$ cat src/rtl/cg_fire_sequencer.sv
// cg_fire_sequencer: coilgun stage sequencer. An armed FIRE edge energises
// the coils one at a time. Each stage hands off on its gate sensor or faults
// on a pulse timeout, and a cooldown window follows every shot.
module cg_fire_sequencer #(
    parameter int STAGES    = 4,
    parameter int PULSE_MAX = 50000,
    parameter int COOLDOWN  = 1000000,
    parameter int CW        = 24
) (
    input  logic              I_clk,
    input  logic              I_rst,
    input  logic [7:0]        I_creg,
    input  logic [STAGES-1:0] I_sense,
    output logic [STAGES-1:0] O_coil,
    output logic [2:0]        O_stage,
    output logic              O_busy,
    output logic              O_fault,
    output logic              O_done
);

    typedef enum logic [2:0] {
        S_IDLE, S_ARMED, S_FIRE, S_GAP, S_COOL, S_FAULT
    } state_t;

    localparam logic [CW-1:0] PULSE_LAST = CW'(PULSE_MAX - 1);
    localparam logic [CW-1:0] COOL_LAST  = CW'(COOLDOWN - 1);
    localparam logic [2:0]    STAGE_LAST = 3'(STAGES - 1);

    state_t            state_q, state_d;
    logic [2:0]        stage_q, stage_d;
    logic [CW-1:0]     pulse_cnt_q, pulse_cnt_d;
    logic [CW-1:0]     cool_cnt_q, cool_cnt_d;
    logic [STAGES-1:0] sync_q, sense_s_q;
    logic [STAGES-1:0] coil_q, coil_d;
    logic              fire_q, fire_req_q, arm_q;
    logic              busy_q, busy_d;
    logic              fault_q, fault_d;
    logic              done_q, done_d;
    logic              arm, sense_hit;
    logic              unused_creg;

    assign arm         = I_creg[0];
    assign unused_creg = ^I_creg[7:2];
    // Only the active stage's synchronised sensor can end its pulse.
    assign sense_hit   = |(sense_s_q & (STAGES'(1) << stage_q));

    // Next-state logic; outputs are derived from the next state so every
    // output flop changes on the same edge as the state it reflects.
    always_comb begin
        state_d     = state_q;
        stage_d     = stage_q;
        pulse_cnt_d = pulse_cnt_q;
        cool_cnt_d  = cool_cnt_q;
        fault_d     = fault_q;
        done_d      = 1'b0;
        case (state_q)
            S_IDLE: begin
                if (arm) begin
                    state_d = S_ARMED;
                    if (!arm_q) fault_d = 1'b0;
                end
            end
            S_ARMED: begin
                if (fire_req_q) begin
                    state_d     = S_FIRE;
                    stage_d     = '0;
                    pulse_cnt_d = '0;
                end
            end
            S_FIRE: begin
                pulse_cnt_d = pulse_cnt_q + CW'(1);
                // Sense beats timeout when both land on the last pulse cycle.
                if (sense_hit) begin
                    if (stage_q == STAGE_LAST) begin
                        state_d    = S_COOL;
                        cool_cnt_d = '0;
                        done_d     = 1'b1;
                    end else begin
                        state_d = S_GAP;
                    end
                end else if (pulse_cnt_q == PULSE_LAST) begin
                    state_d = S_FAULT;
                    fault_d = 1'b1;
                end
            end
            S_GAP: begin
                state_d     = S_FIRE;
                stage_d     = stage_q + 3'd1;
                pulse_cnt_d = '0;
            end
            S_FAULT: begin
                state_d    = S_COOL;
                cool_cnt_d = '0;
            end
            S_COOL: begin
                cool_cnt_d = cool_cnt_q + CW'(1);
                if (cool_cnt_q == COOL_LAST) state_d = arm ? S_ARMED : S_IDLE;
            end
            default: state_d = S_IDLE;
        endcase
        // Disarm aborts everything except cooldown, with no done or fault.
        if (!arm && state_q != S_COOL) begin
            state_d = S_IDLE;
            stage_d = stage_q;
            done_d  = 1'b0;
            fault_d = fault_q;
        end
        coil_d = (state_d == S_FIRE) ? (STAGES'(1) << stage_d) : '0;
        // FAULT counts as busy so the flag does not dip between shot and cooldown.
        busy_d = (state_d == S_FIRE) || (state_d == S_GAP) ||
                 (state_d == S_COOL) || (state_d == S_FAULT);
    end

    // State, counters, synchronisers and registered outputs.
    // The FIRE edge is registered once more before the FSM acts on it,
    // which gives the two-edge fire latency.
    always_ff @(posedge I_clk) begin
        if (I_rst) begin
            state_q     <= S_IDLE;
            stage_q     <= '0;
            pulse_cnt_q <= '0;
            cool_cnt_q  <= '0;
            sync_q      <= '0;
            sense_s_q   <= '0;
            fire_q      <= 1'b0;
            fire_req_q  <= 1'b0;
            arm_q       <= 1'b0;
            coil_q      <= '0;
            busy_q      <= 1'b0;
            fault_q     <= 1'b0;
            done_q      <= 1'b0;
        end else begin
            state_q     <= state_d;
            stage_q     <= stage_d;
            pulse_cnt_q <= pulse_cnt_d;
            cool_cnt_q  <= cool_cnt_d;
            sync_q      <= I_sense;
            sense_s_q   <= sync_q;
            fire_q      <= I_creg[1];
            fire_req_q  <= I_creg[1] & ~fire_q;
            arm_q       <= arm;
            coil_q      <= coil_d;
            busy_q      <= busy_d;
            fault_q     <= fault_d;
            done_q      <= done_d;
        end
    end

    assign O_coil  = coil_q;
    assign O_stage = stage_q;
    assign O_busy  = busy_q;
    assign O_fault = fault_q;
    assign O_done  = done_q;

endmodule

$ cat config.mk
export PLATFORM = sky130hd
export DESIGN_NAME = cg_fire_sequencer
export DESIGN_NICKNAME = d
export VERILOG_FILES = /design/src/rtl/cg_fire_sequencer.sv
export SDC_FILE = /design/constraint.sdc
export NUM_CORES = 1
export LEC_CHECK = 0
export BUFFER_PORTS_ARGS = -buffer_cell sky130_fd_sc_hd__buf_2
export CAP_MARGIN = 20
export CORE_MARGIN = 4
export CORE_UTILIZATION = 54
export CTS_CLUSTER_SIZE = 40
export DETAILED_ROUTE_END_ITERATION = 10
export GPL_TIMING_DRIVEN = 0
export HOLD_SLACK_MARGIN = 0.06
export PLACE_DENSITY = 0.77
export SYNTH_ARGS = -nofsm -noshare
export SYNTH_HDL_FRONTEND = slang
export SYNTH_SLANG_ARGS = --single-unit
$ cat constraint.sdc
create_clock -name I_clk -period 1.9 [get_ports I_clk]
set_input_delay 0.38 -clock I_clk [delete_from_list [all_inputs] [get_ports I_clk]]
set_output_delay 0.38 -clock I_clk [all_outputs]
set_load 0.01 [all_outputs]
# Yosys cells after proc, flatten, opt, wreduce, memory -nomap -nowiden
# Index checks and enable logic that the tools add are counted.
word_totals:
  ff_bits: 72
  in_bits: 14
  output_inout_bits: 10
classes:
  n_addsub: 3
  n_eq_ne: 20
  shifts: 2
  mux: 23
  n_bitwise: 7
  n_reduce_logical: 15
op_table:
  columns: ["cell", "count"]
  rows:
  - ["24-bit case mux with 3 select lines", 2]
  - ["24-bit 2-to-1 mux", 3]
  - ["24-bit by 1-bit adder with 24-bit output (second input constant)", 2]
  - ["3-bit 2-to-1 mux", 9]
  - ["24-bit by 16-bit == test with 1-bit output (second input constant)", 1]
  - ["24-bit by 20-bit == test with 1-bit output (second input constant)", 1]
  - ["3-bit case mux with 6 select lines", 1]
  - ["3-bit by 2-bit == test with 1-bit output (second input constant)", 5]
  - ["2-bit != test (second input constant)", 7]
  - ["3-bit == test (second input constant)", 4]
  - ["4-bit OR reduction", 2]
  - ["1-bit by 3-bit << shifter with 4-bit output (first input constant)", 2]
  - ["1-bit 2-to-1 mux", 6]
  - ["3-bit case mux with 2 select lines", 1]
  - ["6-bit AND reduction", 1]
  - ["3-bit nonzero test", 2]
  - ["1-bit NOT", 5]
  - ["4-bit AND", 1]
  - ["3-bit by 1-bit adder with 3-bit output (second input constant)", 1]
  - ["3-bit by 1-bit == test with 1-bit output (second input constant)", 1]
  - ["3-bit zero test", 1]
  - ["1-bit logical OR", 3]
  - ["3-bit != test (second input constant)", 1]
  - ["3-bit AND reduction", 1]
  - ["other kinds (7)", 7]

# Longest topological paths before layout
depth:
  word_depth: 10
  depth_mapped: 10
  depth_no_buf: 8

# Least setup slack after synthesis
# Ideal clock, no wire load.
synth_timing:
  kind: "register -> register"
  start: "reg stage_q[0], in the netlist O_stage[0]"
  end: "reg cool_cnt_q[9]"
  setup_ps: 114
  t_arrival_ps: 2086
  required_time_ps: 1786
  setup_slack_ps: -301
  stages_incl_launch_ff: 11
  path_buffers: 2
  period_less_slack_ps: 2201
  cell_sequence: "dfxtp_1 -> inv_1 -> ha_1 -> a222oi_1 -> o21bai_1 -> a31o_1 -> buf_4 -> buf_2 -> nand4_1 -> xor2_1 -> nor2_1"
synth_between:
  elab_chain_len: 5
  word_cells_on_any_way: 7
  classes_between: "3 x eq/ne; 1 x shift; 1 x bitwise; 2 x reduce/logical"
synth_rtl:
  columns: ["element", "line_no", "source"]
  rows:
  - ["from (decl)", "30", "logic [2:0] stage_q, stage_d;"]
  - ["from (signal assigned)", "134", "stage_q <= stage_d;"]
  - ["1-bit by 3-bit << shifter with 4-bit output", "45", "assign sense_hit = |(sense_s_q & (STAGES'(1) << stage_q));"]
  - ["4-bit AND", "45", null]
  - ["4-bit OR reduction", "45", null]
  - ["2-bit != test (no line)", null, null]
  - ["3-bit AND reduction (no line) (*)", null, null]
  - ["to (signal assigned)", "136", "cool_cnt_q <= cool_cnt_d;"]
  - ["to (decl)", "32", "logic [CW-1:0] cool_cnt_q, cool_cnt_d;"]
# Every way passes the cells marked *; elsewhere a longest branch is shown, timed or not.
# A chain may end at the register's enable or synchronous reset.

# Final worst setup path
layout_timing:
  start: "reg stage_q[0], in the netlist O_stage[0]"
  end: "reg coil_q[1], in the netlist O_coil[1]"
layout_between:
  elab_chain_len: 9
  word_cells_on_any_way: 16
  classes_between: "1 x add/sub; 2 x eq/ne; 2 x shift; 7 x mux; 2 x bitwise; 2 x reduce/logical"
layout_rtl:
  columns: ["element", "line_no", "source"]
  rows:
  - ["1-bit by 3-bit << shifter with 4-bit output", "45", null]
  - ["4-bit AND", "45", null]
  - ["4-bit OR reduction", "45", null]
  - ["3-bit 2-to-1 mux", "73", "if (sense_hit) begin"]
  - ["3-bit case mux with 6 select lines", "56", "case (state_q)"]
  - ["3-bit 2-to-1 mux", "102", "if (!arm && state_q != S_COOL) begin"]
  - ["3-bit by 2-bit == test with 1-bit output", "108", "coil_d = (state_d == S_FIRE) ? (STAGES'(1) << stage_d) : '0;"]
  - ["1-bit NOT (no line)", null, null]
  - ["2-bit OR reduction (no line)", null, null]
  - ["to (signal assigned)", "142", "coil_q <= coil_d;"]
  - ["to (decl)", "34", "logic [STAGES-1:0] coil_q, coil_d;"]
# Several ways; a longest one is shown, not always the timed one.

==> qor.yml <==
hpwl_um: 4460
leakagePower_nw: 1.46
cpPeakStageDelay_ns: 0.38
avgViaCountPerCell: 5.67
crit_fanout: 4
yosys.area.top_type: "dfxtp_1"
p_int_w: 0.00213
fp.dieW_um: 85.6
ir_worst_vdd_v: 0.000473
die_area_um2: 7320
finalCriticalPeriod_ns: 2.24
pin_count: 24
cts_tree: "built"
whs_ns: 0.241
yosysUniqueCellTypes: 50
drive_gt1_frac: 0.262
vias: 2742
fin_nets: 428
clock_sinks: 72
fin_crit_sh: 1.18
syn_nets: 390
setup_viol: 32
rows: 27
clk_latency_ns: 0.34
outcome: "finished with violations"
regArea_um2: 1470
syn_inst: 369
overflow: 0
wl_um: 7130
drcViolationCount: 0
area_delta_synth_final_pct: 21.5
grt_pass1_wl_um: 11500
path_clk_slew_ns: 0.07
synthFlopType: "dfxtp_1"
instances_no_fill: 484
path_cells: "inv_2 -> ha_2 -> a222oi_1 -> buf_4 -> or4_4 -> o31ai_2 -> a311oi_2 -> nand4_2 -> nor4b_2"
drtAntennaViolNets: 0
first_global_vias: 2550
cp_slowest_cell: "dfxtp_4"
worstSetupPathDepth: 9
path_buf_inv: 2
drt_iter0_drc: 105
grtUsageTotal: 0.195
core_um2: 5680
multi_input_area_um2: 1910
fillCellCount: 447
synthesis.area_um2: 3250
r2r_cells: 9
place_congestion: 0.870
crit_path_end_kind: "flop"
tritoncts.num_buffers: 9
power_density_nw_per_um2: 690
max_freq_mhz: 446
ff2ff_setup_slack_ns: -0.34
die_h_um: 85.6
hold_depth: 2
wire_per_inst_um: 14.7
grt_antenna_before_repair: 0
port_buffers: 17
holdBufCountCts: 0
drv_cap: 0
start_util: 0.573
synth-async-reset-ratio: 0
antenna-diode-count: 0
p_clk_frac: 0.407
cts.htree.levels: 3
root_buffer: "clkbuf_8"
fin_skew_ns: 0.00966
drtPass1Iterations: 5
syn_avg_cell_area_um2: 8.81
yosys_warnings: 0
synth_seq_cells: 72
worst_pin_slew_ns: 0.524
pwr-share-seq: 0.558
rsz0062_at_grt: "true"
cts_max_path_buffers: 2
worstSetupStartpointType: "flop"
dp_cells: 458
violations: "negative setup slack"
crit_type: "reg -> reg"
grt_max_degree: 12
drv_slew: 0
hold_class: "in -> reg"
switching_share: 0.217
power_frac_comb: 0.035
slew_headroom: 0.649
finalHoldViolCount: 0
power_w: 0.00272
synth_top_area_share: 0.443
setup_slack_ns: -0.343
cp.arrival_ns: 2.48
critPathTopFamily: "compound AO/OA/AOI/OAI gates"
p_sw_w: 0.000591
synth_edf_count: 0
critPathRequiredTime_ns: 2.14
synth-seq-area-share: 0.443
synth_area_leaders: "dfxtp_1 (44%), xor2_1 (7.5%), nor2_1 (6.9%)"
==> kinds of logic after synthesis <==
family,after synthesis,synth area share
xor+xnor,40,0.108
compound gates,34,0.0697
fa+ha+maj,7,0.0269
simple gates,192,0.314
flops,72,0.443
mux,1,0.00346
buf+inv,23,0.0343
==> worst paths after layout <==
kind / start / endpoint
min reg2reg: fire_q$_SDFF_PP0_ / fire_req_q$_SDFF_PP0_
max: O_stage[0]$_SDFF_PP0_ / O_coil[1]$_SDFF_PP0_
min: I_sense[1] / sync_q[1]$_SDFF_PP0_
max reg2reg: O_stage[0]$_SDFF_PP0_ / O_coil[1]$_SDFF_PP0_
==> power by group through the flow <==
stage | clock network [W] | logic, W | registers [W]
floorplan | 0 | 0.0000562 | 0.00156
global placement | 0 | 0.0000786 | 0.00156
detailed placement | 0 | 0.0000794 | 0.00156
CTS | 0.00113 | 0.0000901 | 0.00152
global route | 0.00120 | 0.000104 | 0.00152
finish | 0.00111 | 0.0000964 | 0.00152
==> synthesized netlist by cell type (6+ instances only) <==
cell	number
dfxtp_1	72
nand4_1	17
nor2b_1	13
nor4_1	7
o21ai_0	6
ha_1	7
nor3_1	7
or3_1	6
nor4b_1	6
nand2_1	31
xor2_1	28
xnor2_1	12
inv_1	9
and3_1	10
a21oi_1	9
nand3_1	8
nor2_1	60
==> timing repair <==
action                     CTS  global route
hold endpoints to repair     0             0
cloned                       2             0
gates resized for setup     19            33
setup endpoints to repair   39            39
setup buffers                4             5
pin swaps                   10             9
==> layout make-up <==
cell class | count | area share
multi-input combinational | 274 | 0.483
sequential | 72 | 0.371
clock buffer | 14 | 0.0437
timing repair buffer | 27 | 0.0425
buffer | 14 | 0.0247
tap | 72 | 0.0228
inverter | 9 | 0.00856
clock inverter | 2 | 0.00317
==> cells in the final DEF, fill, tap and decap left out, types with 4 or more instances in the layout <==
cell       n
nand2_1   30
xnor2_1   12
nand3_1    8
nor2b_1   13
dfxtp_4    5
nor3_1     6
and3_1     8
buf_6      6
dfxtp_2    5
nor4_1     4
clkbuf_1   6
inv_1      7
nor2_1    56
or3_1      6
o21ai_0    6
clkbuf_8  12
buf_2     20
a21oi_1    7
nor2_2     4
xor2_1    27
buf_4      8
dfxtp_1   62
nand4_1   17
==> stage by stage <==
| step | cell area (um2) | TNS, ns | worst slack [ns] | utilization |
|---|---|---|---|---|
| 3_3_place_gp | 3470 | -7.35 | -0.334 | 0.612 |
| 2_1_floorplan | 3300 | -1.23 | -0.0769 | - |
| 4_1_cts | 3780 | -3.84 | -0.226 | 0.666 |
| 6_report | 3950 | -5.69 | -0.343 | 0.696 |
| 5_1_grt | 3950 | -10.09 | -0.486 | 0.696 |
| 3_5_place_dp | 3470 | -7.71 | -0.318 | 0.612 |
==> per-layer routing <==
| metal | track usage | part of all wire |
|---|---|---|
| met4 | 0.0676 | 0.026 |
| met2 | 0.323 | 0.48 |
| met3 | 0.0557 | 0.054 |
| met1 | 0.241 | 0.44 |
| met5 | 0 | 0 |
==> flip-flops by register name, summed over array words and instances, names as in the netlist <==
register,flops
state_q,3
sync_q,4
fire_req_q,1
sense_s_q,4
O_done,1
O_fault,1
pulse_cnt_q,24
arm_q,1
O_busy,1
cool_cnt_q,24
fire_q,1
O_stage,3
O_coil,4
Power figures use the tool's default switching activity.
